`config.mk`:
```
export PLATFORM = sky130hd
export DESIGN_NAME = pipeline_hazard_ctrl_flat
export DESIGN_NICKNAME = d
export VERILOG_FILES = /design/src/rtl/pipeline_hazard_ctrl_if.sv /design/src/rtl/pipeline_hazard_ctrl.sv /design/src/flat_wrapper.sv
export SDC_FILE = /design/constraint.sdc
export NUM_CORES = 1
export LEC_CHECK = 0
export ABC_AREA = 1
export BUFFER_PORTS_ARGS = -buffer_cell sky130_fd_sc_hd__buf_2
export CAP_MARGIN = 20
export CORE_ASPECT_RATIO = 1.2
export CORE_MARGIN = 4
export CORE_UTILIZATION = 28
export CTS_BUF_LIST = sky130_fd_sc_hd__clkbuf_4 sky130_fd_sc_hd__clkbuf_8
export DETAILED_ROUTE_END_ITERATION = 6
export PLACE_DENSITY = 0.44
export SYNTH_ARGS = -nofsm -noshare
export SYNTH_HDL_FRONTEND = slang
export SYNTH_SLANG_ARGS = --single-unit
export TNS_END_PERCENT = 50
```
`constraint.sdc`:
```
create_clock -name clk -period 5.6 [get_ports clk]
set_clock_uncertainty 0.15 [all_clocks]
set_input_delay 0.28 -clock clk [delete_from_list [all_inputs] [get_ports clk]]
set_output_delay 0.28 -clock clk [all_outputs]
set_load 0.05 [all_outputs]
```
`src/rtl/pipeline_hazard_ctrl_if.sv`:
```
// Hazard controller bundle: ID/EX/MEM/WB hazard inputs towards the
// controller and stage enables, flushes, forward selects and status back.
//
// Signals (named from the controller side):
//   i_id_*      ID source registers and their use flags
//   i_ex_*      EX load flag, destination, forwarding sources, branch flush
//   i_mem_*     MEM write-back info, memory access and busy
//   i_wb_*      WB write-back info
//   i_halt_req  debug halt request (level)
//   o_*_clk_en  per-stage register enables
//   o_*_flush   NOP insertion into IF-ID / ID-EX
//   o_fwd_a/b   EX operand select: 00 regfile, 10 MEM, 01 WB
//   o_halted, o_bus_error, o_stall_cycles  registered status
interface pipeline_hazard_ctrl_if #(
    parameter int REG_ADDR = 5,
    parameter int CNT_W    = 32
);
    logic [REG_ADDR-1:0] i_id_rs1;
    logic [REG_ADDR-1:0] i_id_rs2;
    logic                i_id_use_rs1;
    logic                i_id_use_rs2;
    logic                i_ex_mem_rd;
    logic [REG_ADDR-1:0] i_ex_reg_destination;
    logic [REG_ADDR-1:0] i_ex_rs1;
    logic [REG_ADDR-1:0] i_ex_rs2;
    logic                i_mem_reg_wr;
    logic [REG_ADDR-1:0] i_mem_reg_destination;
    logic                i_wb_reg_wr;
    logic [REG_ADDR-1:0] i_wb_reg_destination;
    logic                i_ex_flush;
    logic                i_mem_access;
    logic                i_dmem_busy;
    logic                i_halt_req;

    logic                o_if_clk_en;
    logic                o_id_clk_en;
    logic                o_ex_clk_en;
    logic                o_mem_clk_en;
    logic                o_if_flush;
    logic                o_id_flush;
    logic [1:0]          o_fwd_a;
    logic [1:0]          o_fwd_b;
    logic                o_halted;
    logic                o_bus_error;
    logic [CNT_W-1:0]    o_stall_cycles;

    // Pipeline side: drives hazard info, consumes controls.
    modport master (
        output i_id_rs1, i_id_rs2, i_id_use_rs1, i_id_use_rs2,
        output i_ex_mem_rd, i_ex_reg_destination, i_ex_rs1, i_ex_rs2,
        output i_mem_reg_wr, i_mem_reg_destination,
        output i_wb_reg_wr, i_wb_reg_destination,
        output i_ex_flush, i_mem_access, i_dmem_busy, i_halt_req,
        input  o_if_clk_en, o_id_clk_en, o_ex_clk_en, o_mem_clk_en,
        input  o_if_flush, o_id_flush, o_fwd_a, o_fwd_b,
        input  o_halted, o_bus_error, o_stall_cycles
    );

    // Controller side.
    modport slave (
        input  i_id_rs1, i_id_rs2, i_id_use_rs1, i_id_use_rs2,
        input  i_ex_mem_rd, i_ex_reg_destination, i_ex_rs1, i_ex_rs2,
        input  i_mem_reg_wr, i_mem_reg_destination,
        input  i_wb_reg_wr, i_wb_reg_destination,
        input  i_ex_flush, i_mem_access, i_dmem_busy, i_halt_req,
        output o_if_clk_en, o_id_clk_en, o_ex_clk_en, o_mem_clk_en,
        output o_if_flush, o_id_flush, o_fwd_a, o_fwd_b,
        output o_halted, o_bus_error, o_stall_cycles
    );
endinterface

```
`src/rtl/pipeline_hazard_ctrl.sv`:
```
// Five-stage RV32I pipeline sequencer: forwarding selects, load-use stalls,
// branch flushes, data-memory wait / timeout and debug halt-drain.
//
// Ports:
//   clk   clock
//   rst   synchronous reset, active-high
//   bus   pipeline_hazard_ctrl_if.slave (hazard inputs, stage controls,
//         forward selects, halted / bus-error / stall-count status)
module pipeline_hazard_ctrl #(
    parameter int REG_ADDR     = 5,
    parameter int MEM_TIMEOUT  = 255,
    parameter int DRAIN_CYCLES = 4,
    parameter int CNT_W        = 32
) (
    input  logic                   clk,
    input  logic                   rst,
    pipeline_hazard_ctrl_if.slave  bus
);

    localparam int WT_W = $clog2(MEM_TIMEOUT + 1);
    localparam int DR_W = (DRAIN_CYCLES > 1) ? $clog2(DRAIN_CYCLES) : 1;

    localparam logic [REG_ADDR-1:0] X0      = '0;
    localparam logic [WT_W-1:0]     WT_LAST = WT_W'(MEM_TIMEOUT - 1);
    localparam logic [DR_W-1:0]     DR_LAST = DR_W'(DRAIN_CYCLES - 1);

    typedef enum logic [2:0] {
        ST_RUN,
        ST_WAIT,
        ST_DRAIN,
        ST_HALT,
        ST_ERR
    } state_t;

    state_t           r_state;
    state_t           r_ret;
    state_t           w_next;
    state_t           w_mode;
    logic [WT_W-1:0]  r_wait_cnt;
    logic [DR_W-1:0]  r_drain_cnt;
    logic             r_halted;
    logic             r_bus_err;
    logic [CNT_W-1:0] r_stall;

    logic             w_wait;
    logic             w_fl;
    logic             w_lu;
    logic             w_live;
    logic             w_stall;
    logic             w_rs1_hit;
    logic             w_rs2_hit;
    logic             w_mem_a;
    logic             w_mem_b;
    logic             w_wb_a;
    logic             w_wb_b;

    logic             w_if_en;
    logic             w_id_en;
    logic             w_ex_en;
    logic             w_mem_en;
    logic             w_if_fl;
    logic             w_id_fl;
    logic [1:0]       w_fwd_a;
    logic [1:0]       w_fwd_b;

    // ---------------- hazard detection ----------------
    assign w_wait = bus.i_mem_access && bus.i_dmem_busy;
    assign w_fl   = bus.i_ex_flush;

    assign w_rs1_hit = bus.i_id_use_rs1 &&
                       (bus.i_id_rs1 == bus.i_ex_reg_destination);
    assign w_rs2_hit = bus.i_id_use_rs2 &&
                       (bus.i_id_rs2 == bus.i_ex_reg_destination);
    assign w_lu = bus.i_ex_mem_rd &&
                  (bus.i_ex_reg_destination != X0) &&
                  (w_rs1_hit || w_rs2_hit);

    assign w_mem_a = bus.i_mem_reg_wr && (bus.i_ex_rs1 != X0) &&
                     (bus.i_mem_reg_destination == bus.i_ex_rs1);
    assign w_mem_b = bus.i_mem_reg_wr && (bus.i_ex_rs2 != X0) &&
                     (bus.i_mem_reg_destination == bus.i_ex_rs2);
    assign w_wb_a  = bus.i_wb_reg_wr && (bus.i_ex_rs1 != X0) &&
                     (bus.i_wb_reg_destination == bus.i_ex_rs1);
    assign w_wb_b  = bus.i_wb_reg_wr && (bus.i_ex_rs2 != X0) &&
                     (bus.i_wb_reg_destination == bus.i_ex_rs2);

    // MEM holds the younger result, so it wins over WB.
    always_comb begin
        w_fwd_a = 2'b00;
        w_fwd_b = 2'b00;
        if (!rst) begin
            if (w_mem_a)     w_fwd_a = 2'b10;
            else if (w_wb_a) w_fwd_a = 2'b01;
            if (w_mem_b)     w_fwd_b = 2'b10;
            else if (w_wb_b) w_fwd_b = 2'b01;
        end
    end

    // While waiting on memory, behave as the state that was interrupted;
    // the cycle busy drops therefore already looks like RUN / DRAIN.
    assign w_mode = (r_state == ST_WAIT) ? r_ret : r_state;
    assign w_live = (r_state == ST_RUN) || (r_state == ST_WAIT) ||
                    (r_state == ST_DRAIN);

    // ---------------- FSM: state register ----------------
    always_ff @(posedge clk) begin
        if (rst) begin
            r_state <= ST_RUN;
            r_ret   <= ST_RUN;
        end else begin
            r_state <= w_next;
            if ((r_state != ST_WAIT) && (w_next == ST_WAIT))
                r_ret <= r_state;
        end
    end

    // ---------------- FSM: next state ----------------
    always_comb begin
        w_next = r_state;
        unique case (r_state)
            ST_ERR: w_next = ST_ERR;
            ST_HALT: begin
                if (!bus.i_halt_req) w_next = ST_RUN;
            end
            default: begin
                if (w_wait) begin
                    w_next = (r_wait_cnt == WT_LAST) ? ST_ERR : ST_WAIT;
                end else if (w_mode == ST_DRAIN) begin
                    if (!bus.i_halt_req)            w_next = ST_RUN;
                    else if (w_fl || w_lu)          w_next = ST_DRAIN;
                    else if (r_drain_cnt == DR_LAST) w_next = ST_HALT;
                    else                            w_next = ST_DRAIN;
                end else begin
                    // Halt waits behind a pending flush or load-use bubble.
                    if (bus.i_halt_req && !w_fl && !w_lu)
                        w_next = ST_DRAIN;
                    else
                        w_next = ST_RUN;
                end
            end
        endcase
    end

    // ---------------- FSM: outputs ----------------
    always_comb begin
        w_if_en  = 1'b1;
        w_id_en  = 1'b1;
        w_ex_en  = 1'b1;
        w_mem_en = 1'b1;
        w_if_fl  = 1'b0;
        w_id_fl  = 1'b0;
        if (!rst) begin
            if (!w_live || w_wait) begin
                w_if_en  = 1'b0;
                w_id_en  = 1'b0;
                w_ex_en  = 1'b0;
                w_mem_en = 1'b0;
            end else if (w_mode == ST_DRAIN) begin
                w_if_en = 1'b0;
                if (w_fl) begin
                    w_if_fl = 1'b1;
                    w_id_fl = 1'b1;
                end else if (w_lu) begin
                    // Keep the stalled consumer in IF-ID intact.
                    w_id_en = 1'b0;
                    w_id_fl = 1'b1;
                end else begin
                    w_if_fl = 1'b1;
                end
            end else begin
                if (w_fl) begin
                    w_if_fl = 1'b1;
                    w_id_fl = 1'b1;
                end else if (w_lu) begin
                    w_if_en = 1'b0;
                    w_id_en = 1'b0;
                    w_id_fl = 1'b1;
                end
            end
        end
    end

    // Stalls are memory waits and load-use bubbles; drain bubbles are not.
    assign w_stall = w_live &&
                     (w_wait || ((w_mode == ST_RUN) && !w_fl && w_lu));

    // ---------------- counters and status ----------------
    always_ff @(posedge clk) begin
        if (rst) begin
            r_wait_cnt  <= '0;
            r_drain_cnt <= '0;
            r_halted    <= 1'b0;
            r_bus_err   <= 1'b0;
            r_stall     <= '0;
        end else begin
            if (w_wait && w_live)
                r_wait_cnt <= r_wait_cnt + 1'b1;
            else
                r_wait_cnt <= '0;

            if (w_live && !w_wait) begin
                if (w_mode == ST_RUN)
                    r_drain_cnt <= '0;
                else if (w_fl)
                    r_drain_cnt <= '0;
                else if (!w_lu)
                    r_drain_cnt <= r_drain_cnt + 1'b1;
            end

            r_halted  <= (w_next == ST_HALT);
            r_bus_err <= (w_next == ST_ERR);

            if (w_stall && (r_stall != '1))
                r_stall <= r_stall + 1'b1;
        end
    end

    assign bus.o_if_clk_en    = w_if_en;
    assign bus.o_id_clk_en    = w_id_en;
    assign bus.o_ex_clk_en    = w_ex_en;
    assign bus.o_mem_clk_en   = w_mem_en;
    assign bus.o_if_flush     = w_if_fl;
    assign bus.o_id_flush     = w_id_fl;
    assign bus.o_fwd_a        = w_fwd_a;
    assign bus.o_fwd_b        = w_fwd_b;
    assign bus.o_halted       = r_halted;
    assign bus.o_bus_error    = r_bus_err;
    assign bus.o_stall_cycles = r_stall;

endmodule

```
`src/flat_wrapper.sv`:
```
// flat-port wrapper written by rule: the top's interface ports become plain ports
module pipeline_hazard_ctrl_flat 
#(
    parameter int REG_ADDR     = 5,
    parameter int MEM_TIMEOUT  = 255,
    parameter int DRAIN_CYCLES = 4,
    parameter int CNT_W        = 32
)
  (clk, rst, bus_i_id_rs1, bus_i_id_rs2, bus_i_id_use_rs1, bus_i_id_use_rs2, bus_i_ex_mem_rd, bus_i_ex_reg_destination, bus_i_ex_rs1, bus_i_ex_rs2, bus_i_mem_reg_wr, bus_i_mem_reg_destination, bus_i_wb_reg_wr, bus_i_wb_reg_destination, bus_i_ex_flush, bus_i_mem_access, bus_i_dmem_busy, bus_i_halt_req, bus_o_if_clk_en, bus_o_id_clk_en, bus_o_ex_clk_en, bus_o_mem_clk_en, bus_o_if_flush, bus_o_id_flush, bus_o_fwd_a, bus_o_fwd_b, bus_o_halted, bus_o_bus_error, bus_o_stall_cycles);
  pipeline_hazard_ctrl_if #(.REG_ADDR(REG_ADDR), .CNT_W(CNT_W)) bus_i ();
  input  logic clk;
  input  logic rst;
  input wire logic [$bits(bus_i.i_id_rs1)-1:0] bus_i_id_rs1;
  input wire logic [$bits(bus_i.i_id_rs2)-1:0] bus_i_id_rs2;
  input wire logic [$bits(bus_i.i_id_use_rs1)-1:0] bus_i_id_use_rs1;
  input wire logic [$bits(bus_i.i_id_use_rs2)-1:0] bus_i_id_use_rs2;
  input wire logic [$bits(bus_i.i_ex_mem_rd)-1:0] bus_i_ex_mem_rd;
  input wire logic [$bits(bus_i.i_ex_reg_destination)-1:0] bus_i_ex_reg_destination;
  input wire logic [$bits(bus_i.i_ex_rs1)-1:0] bus_i_ex_rs1;
  input wire logic [$bits(bus_i.i_ex_rs2)-1:0] bus_i_ex_rs2;
  input wire logic [$bits(bus_i.i_mem_reg_wr)-1:0] bus_i_mem_reg_wr;
  input wire logic [$bits(bus_i.i_mem_reg_destination)-1:0] bus_i_mem_reg_destination;
  input wire logic [$bits(bus_i.i_wb_reg_wr)-1:0] bus_i_wb_reg_wr;
  input wire logic [$bits(bus_i.i_wb_reg_destination)-1:0] bus_i_wb_reg_destination;
  input wire logic [$bits(bus_i.i_ex_flush)-1:0] bus_i_ex_flush;
  input wire logic [$bits(bus_i.i_mem_access)-1:0] bus_i_mem_access;
  input wire logic [$bits(bus_i.i_dmem_busy)-1:0] bus_i_dmem_busy;
  input wire logic [$bits(bus_i.i_halt_req)-1:0] bus_i_halt_req;
  output wire logic [$bits(bus_i.o_if_clk_en)-1:0] bus_o_if_clk_en;
  output wire logic [$bits(bus_i.o_id_clk_en)-1:0] bus_o_id_clk_en;
  output wire logic [$bits(bus_i.o_ex_clk_en)-1:0] bus_o_ex_clk_en;
  output wire logic [$bits(bus_i.o_mem_clk_en)-1:0] bus_o_mem_clk_en;
  output wire logic [$bits(bus_i.o_if_flush)-1:0] bus_o_if_flush;
  output wire logic [$bits(bus_i.o_id_flush)-1:0] bus_o_id_flush;
  output wire logic [$bits(bus_i.o_fwd_a)-1:0] bus_o_fwd_a;
  output wire logic [$bits(bus_i.o_fwd_b)-1:0] bus_o_fwd_b;
  output wire logic [$bits(bus_i.o_halted)-1:0] bus_o_halted;
  output wire logic [$bits(bus_i.o_bus_error)-1:0] bus_o_bus_error;
  output wire logic [$bits(bus_i.o_stall_cycles)-1:0] bus_o_stall_cycles;
  assign bus_i.i_id_rs1 = bus_i_id_rs1;
  assign bus_i.i_id_rs2 = bus_i_id_rs2;
  assign bus_i.i_id_use_rs1 = bus_i_id_use_rs1;
  assign bus_i.i_id_use_rs2 = bus_i_id_use_rs2;
  assign bus_i.i_ex_mem_rd = bus_i_ex_mem_rd;
  assign bus_i.i_ex_reg_destination = bus_i_ex_reg_destination;
  assign bus_i.i_ex_rs1 = bus_i_ex_rs1;
  assign bus_i.i_ex_rs2 = bus_i_ex_rs2;
  assign bus_i.i_mem_reg_wr = bus_i_mem_reg_wr;
  assign bus_i.i_mem_reg_destination = bus_i_mem_reg_destination;
  assign bus_i.i_wb_reg_wr = bus_i_wb_reg_wr;
  assign bus_i.i_wb_reg_destination = bus_i_wb_reg_destination;
  assign bus_i.i_ex_flush = bus_i_ex_flush;
  assign bus_i.i_mem_access = bus_i_mem_access;
  assign bus_i.i_dmem_busy = bus_i_dmem_busy;
  assign bus_i.i_halt_req = bus_i_halt_req;
  assign bus_o_if_clk_en = bus_i.o_if_clk_en;
  assign bus_o_id_clk_en = bus_i.o_id_clk_en;
  assign bus_o_ex_clk_en = bus_i.o_ex_clk_en;
  assign bus_o_mem_clk_en = bus_i.o_mem_clk_en;
  assign bus_o_if_flush = bus_i.o_if_flush;
  assign bus_o_id_flush = bus_i.o_id_flush;
  assign bus_o_fwd_a = bus_i.o_fwd_a;
  assign bus_o_fwd_b = bus_i.o_fwd_b;
  assign bus_o_halted = bus_i.o_halted;
  assign bus_o_bus_error = bus_i.o_bus_error;
  assign bus_o_stall_cycles = bus_i.o_stall_cycles;
  pipeline_hazard_ctrl #(.REG_ADDR(REG_ADDR), .MEM_TIMEOUT(MEM_TIMEOUT), .DRAIN_CYCLES(DRAIN_CYCLES), .CNT_W(CNT_W)) u_core (.clk(clk), .rst(rst), .bus(bus_i));
endmodule
```
Yosys cells after proc, flatten, opt, wreduce, memory -nomap -nowiden

Cells that the tools add are included.

Add/subtract/negate cells: 3
Equal/unequal tests: 19
Muxes and demuxes: 36
Bitwise operators: 1
Reductions and logical operators: 39

Operator list:

| cell                  | number |
|---|---|
| $add 32x1->32 const B | 1 |
| $ne 32x32->1 const B  | 1 |
| $eq 5x5->1            | 6 |
| $logic_and 1x1->1     | 22 |
| $mux 3                | 7 |
| $mux 1                | 20 |
| $mux 2                | 8 |
| $reduce_bool 5->1     | 3 |
| $eq 3x2->1 const B    | 4 |
| $add 8x1->8 const B   | 1 |
| $eq 8x8->1 const B    | 1 |
| $eq 3x1->1 const B    | 2 |
| $eq 3x3->1 const B    | 2 |
| $logic_not 3->1       | 2 |
| $logic_or 1x1->1      | 6 |
| $pmux 3 s2            | 1 |
| $logic_not 1->1       | 4 |
| $ne 3x1->1 const B    | 1 |
| $ne 3x3->1 const B    | 1 |
| $add 2x1->2 const B   | 1 |
| $eq 2x2->1 const B    | 1 |
| $reduce_and 2->1      | 1 |
| $reduce_or 2->1       | 1 |
| $not 1->1             | 1 |

Register bits: 50
Bits of input ports: 46
Output and inout bits: 44
Logic and storage cells: 105

Logic depth before layout (Yosys ltp)

Depth in word-level cells: 12
Depth in mapped cells: 15
Depth with buffers taken out: 15

Worst setup path before layout

OpenSTA, ideal clock, no wires.

Path type: flip-flop to output port
Start: register u_core.r_state[0]
End: output bus_o_mem_clk_en
Arrival time: 2.187 ns
Data required time: 5.170 ns
Setup slack: 2.983 ns
Cell stages (with the launch flop): 7
Cell sequence: dfxtp_1 > nand2_1 > inv_1 > nor2_2 > inv_1 > o21ai_0 > buf_4

Longest elaborated chain between the ends: 7
Elaborated cells on any way between the ends: 9
Classes of those cells: eq/ne (2); mux (2); reduce/logical (5)

Ends and longest elaborated chain:

| element                                       | RTL line                    | RTL |
|---|---|---|
| from (decl)                                   | pipeline_hazard_ctrl.sv:35  | `state_t r_state;` |
| from (signal assigned)                        | pipeline_hazard_ctrl.sv:111 | `r_state <= w_next;` |
| $eq 3x1->1 or $logic_not 3->1 (tied branches) | pipeline_hazard_ctrl.sv:102 | `assign w_live = (r_state == ST_RUN) \|\| (r_state == ST_WAIT) \|\|` |
| $logic_or 1x1->1                              | pipeline_hazard_ctrl.sv:102 |  |
| $logic_or 1x1->1 (*)                          | pipeline_hazard_ctrl.sv:102 |  |
| $logic_not 1->1 (*)                           | pipeline_hazard_ctrl.sv:153 | `if (!w_live \|\| w_wait) begin` |
| $logic_or 1x1->1 (*)                          | pipeline_hazard_ctrl.sv:153 |  |
| $mux 1 (*) (2 in a row)                       | -                           |  |
| to (decl)                                     | flat_wrapper.sv:32          | `output wire logic [$bits(bus_i.o_mem_clk_en)-1:0] bus_o_mem_clk_en;` |

Every way passes the cells marked *; elsewhere a longest branch is shown, timed or not.

Worst setup path after layout

Start: register u_core.r_stall[1] (netlist: u_core.bus.o_stall_cycles[1])
End: register u_core.r_stall[21] (netlist: u_core.bus.o_stall_cycles[21])

Longest elaborated chain between the ends: 2
Elaborated cells on any way between the ends: 3
Classes of those cells: add/sub (1); eq/ne (1); reduce/logical (1)

Ends and longest elaborated chain:

| element                                                               | RTL line                    | RTL |
|---|---|---|
| from (decl)                                                           | pipeline_hazard_ctrl.sv:43  | `logic [CNT_W-1:0] r_stall;` |
| from (signal assigned)                                                | pipeline_hazard_ctrl.sv:214 | `r_stall <= r_stall + 1'b1;` |
| parallel branches: the longest is 2 deep, another holds $add 32x1->32 | -                           |  |

Several ways; the timed one is not identified.
A chain may end at the register's enable or synchronous reset.

==> out/qor.txt <==
Int Power - 0.500 mW
crit path time final - 2.79 ns
post-CTS sizing - 0
die footprint - 14,100 um^2
asr flop ratio synth - 0%
CP max FO - 34
Tcrit/Tclk final - 49.9%
CP required - 5.61 ns
drt via density - 4.48
Syn Inst Count - 551
Initial Util - 28.4%
commonest non-fill, non-tap cell in the layout - nand2_1
Pwr Density - 170 nW/um^2
Worst path max stage delay - 0.49 ns
initial antenna violation count - 0
routed wl met3 - 483 um
CORE AREA - 12,100 um^2
CP cell instances - ha_1, nand2_2, nor3_4, nand2_2, nor2_4, nand4_1, nand2_2, inv_2, nand2_1, a21oi_1
Die W - 109 um
max_slew headroom - 48.9%
unrepaired setup endpoints after global routing - no
GRT Total Usage - 14.5%
Via Count - 3,573
Seq cells post-synth - 50
WS Path Type - flip-flop to flip-flop
I/O pin count - 90
Tightest Pin Transition - 0.767 ns
Layout Cells excl Fill - 797
Leak - 1.92 nW
critical path endpoint category - flip-flop
WL final - 9890 um
met2 WL post-DR - 4970 um
layout cells sized above 1 - 17.6%
Top Layer Used - met4
antenna violation net count after detailed routing - 0
Rows - 44
Post-route DRC - 0
Placed Area - 4000 um^2
Ys Warns - 0
Mean Syn Cell Area - 6.22 um^2
Pwr Total - 0.698 mW
ys flop type - dfxtp_1
met1 wire length - 4310 um
switching share of power - 28.4%
startpoint types - flip-flop
peak supply drop - 0.0847 mV
Syn Nets - 601
Final TNS setup - 0 ns
combinational share of power - 15.3%
CP Buf/Inv Count - 1
count of flip-flops with a built-in enable after synthesis - 0
worst min path class - input port to flip-flop
TritonCTS clock tree - done
CTS clk-pin slew, worst paths - 0.09 ns
post-detail-place hpwl - 7810 um
largest net degree at the start of global routing - 39
fill count - 1,367
Placer Congestion - 0.846
Area growth, synth to finish - 19.4%
Synth cell types - 38
Die Y - 129 um
most frequent CP cell - nand2_2
CTS sink cnt - 50
dpl ws - 2.75 ns
global-route wire length before repair - 16,500 um
Seq/Total Area, Yosys - 29.2%
Peak Freq - 358 MHz
Pins Over Slew Limit - 0
Core Util, Final - 34.0%
H-tree levels - 2
worst hold slack - 0.211 ns
Clock Power Share - 32.6%
DR WL/cell - 12.4 um
maxcap violations - 0
Num CTS Buffers - 5
PortBufs - 89
Root Buffer - clkbuf_8
post-placement cell count - 789
crit-path leading delay family - simple AND/OR/NAND/NOR gates
postcts setup bufs - 0
most frequent cells in the layout - nand2_1, buf_2, inv_1, nor2_1, dfxtp_1
CTS Hold Bufs - 0
Final WS setup - 2.81 ns
CTS max path bufs - 2
Final Setup Violations - 0
diode count - 0
CP max-delay cell - nand2_2
run status - completed
Final Hold Vio Count - 0
post-route cell area - 4090 um^2
initial drt markers - 138
GRT overflow - 0
Final #Nets - 685
Mapped Area - 3430 um^2
Sw Pwr - 0.198 mW
worst-skew pair later-pin latency - 0.31 ns
vias in the first global route - 3,453
1st-pass router iterations - 4
crit path DAT - 2.81 ns
sequential share of power - 52.1%
==> path summary, 6_finish.rpt <==
| path | start | endpoint | slack [ns] | cells after the start |
|---|---|---|---|---|
| max | u_core.bus.o_stall_cycles[1] | u_core.bus.o_stall_cycles[21] | 2.81 | 10 |
| max reg2reg | u_core.bus.o_stall_cycles[1] | u_core.bus.o_stall_cycles[21] | 2.81 | 10 |
| min reg2reg | u_core.r_wait_cnt[7] | u_core.r_wait_cnt[7] | 0.31 | 1 |
| min | bus_i_halt_req | u_core.r_state[1] | 0.21 | 5 |
==> worst register-to-register path, stage by stage (launching register included) <==
cell	delay (ns)
dfxtp_1	0.41
ha_1	0.24
nand2_2	0.10
nor3_4	0.23
nand2_2	0.12
nor2_4	0.14
nand4_1	0.11
nand2_2	0.49
inv_2	0.41
nand2_1	0.17
a21oi_1	0.07
==> synth_stat cells, drive strengths merged (3+ instances only) <==
cell type | n | area share [%]
inv | 78 | 8.5
xor2 | 26 | 6.6
a21oi | 38 | 5.5
nand3 | 17 | 2.5
or2 | 4 | 0.73
dfxtp | 50 | 29
xnor2 | 12 | 3.1
o21ai | 12 | 1.9
buf | 7 | 1.7
clkbuf | 5 | 0.55
nor2 | 64 | 7.5
ha | 4 | 1.5
nand2 | 171 | 19
nand4 | 19 | 3.5
nor4 | 6 | 1.1
nor3 | 21 | 3.5
a211oi | 3 | 0.66
==> registers in the layout, summed over array words and instances, names as in the netlist <==
register	cells
u_core.r_ret	3
u_core.bus.o_halted	1
u_core.bus.o_bus_error	1
u_core.r_drain_cnt	2
u_core.r_wait_cnt	8
u_core.r_state	3
u_core.bus.o_stall_cycles	32
==> cells by family after synthesis <==
logic type / share of synthesized area [%]
and+or+nand+nor: 38.6
buffers and inverters: 10.8
AOI/OAI and AO/OA: 10.3
DFF: 29.2
xor gates and xnor gates: 9.71
adders and majority gates: 1.46
==> final cells by class <==
class	count	area [um^2]	share of cell area (%)
timing repair buffer	89	445	10.9
clock buffer	7	90.1	2.20
tap	161	201	4.92
sequential	50	1000	24.4
clock inverter	1	5.00	0.122
inverter	78	293	7.15
multi-input combinational	411	2060	50.3
==> metal layers <==
metal | global-route usage, % | vias up
met5 | 0 | -
met4 | 4.01 | 0
met3 | 1.89 | 8
met2 | 27.0 | 91
met1 | 17.3 | 1553
li1 | - | 1921
==> power groups by stage <==
| stage | Sequential [mW] | Clock (mW) | Combinational (mW) |
|---|---|---|---|
| after floorplan | 0.375 | 0 | 0.0685 |
| after global placement | 0.372 | 0 | 0.108 |
| after detailed placement | 0.372 | 0 | 0.109 |
| after CTS | 0.364 | 0.243 | 0.109 |
| after global routing | 0.364 | 0.253 | 0.123 |
| final | 0.363 | 0.227 | 0.107 |
(Power assumes the default switching activity.)
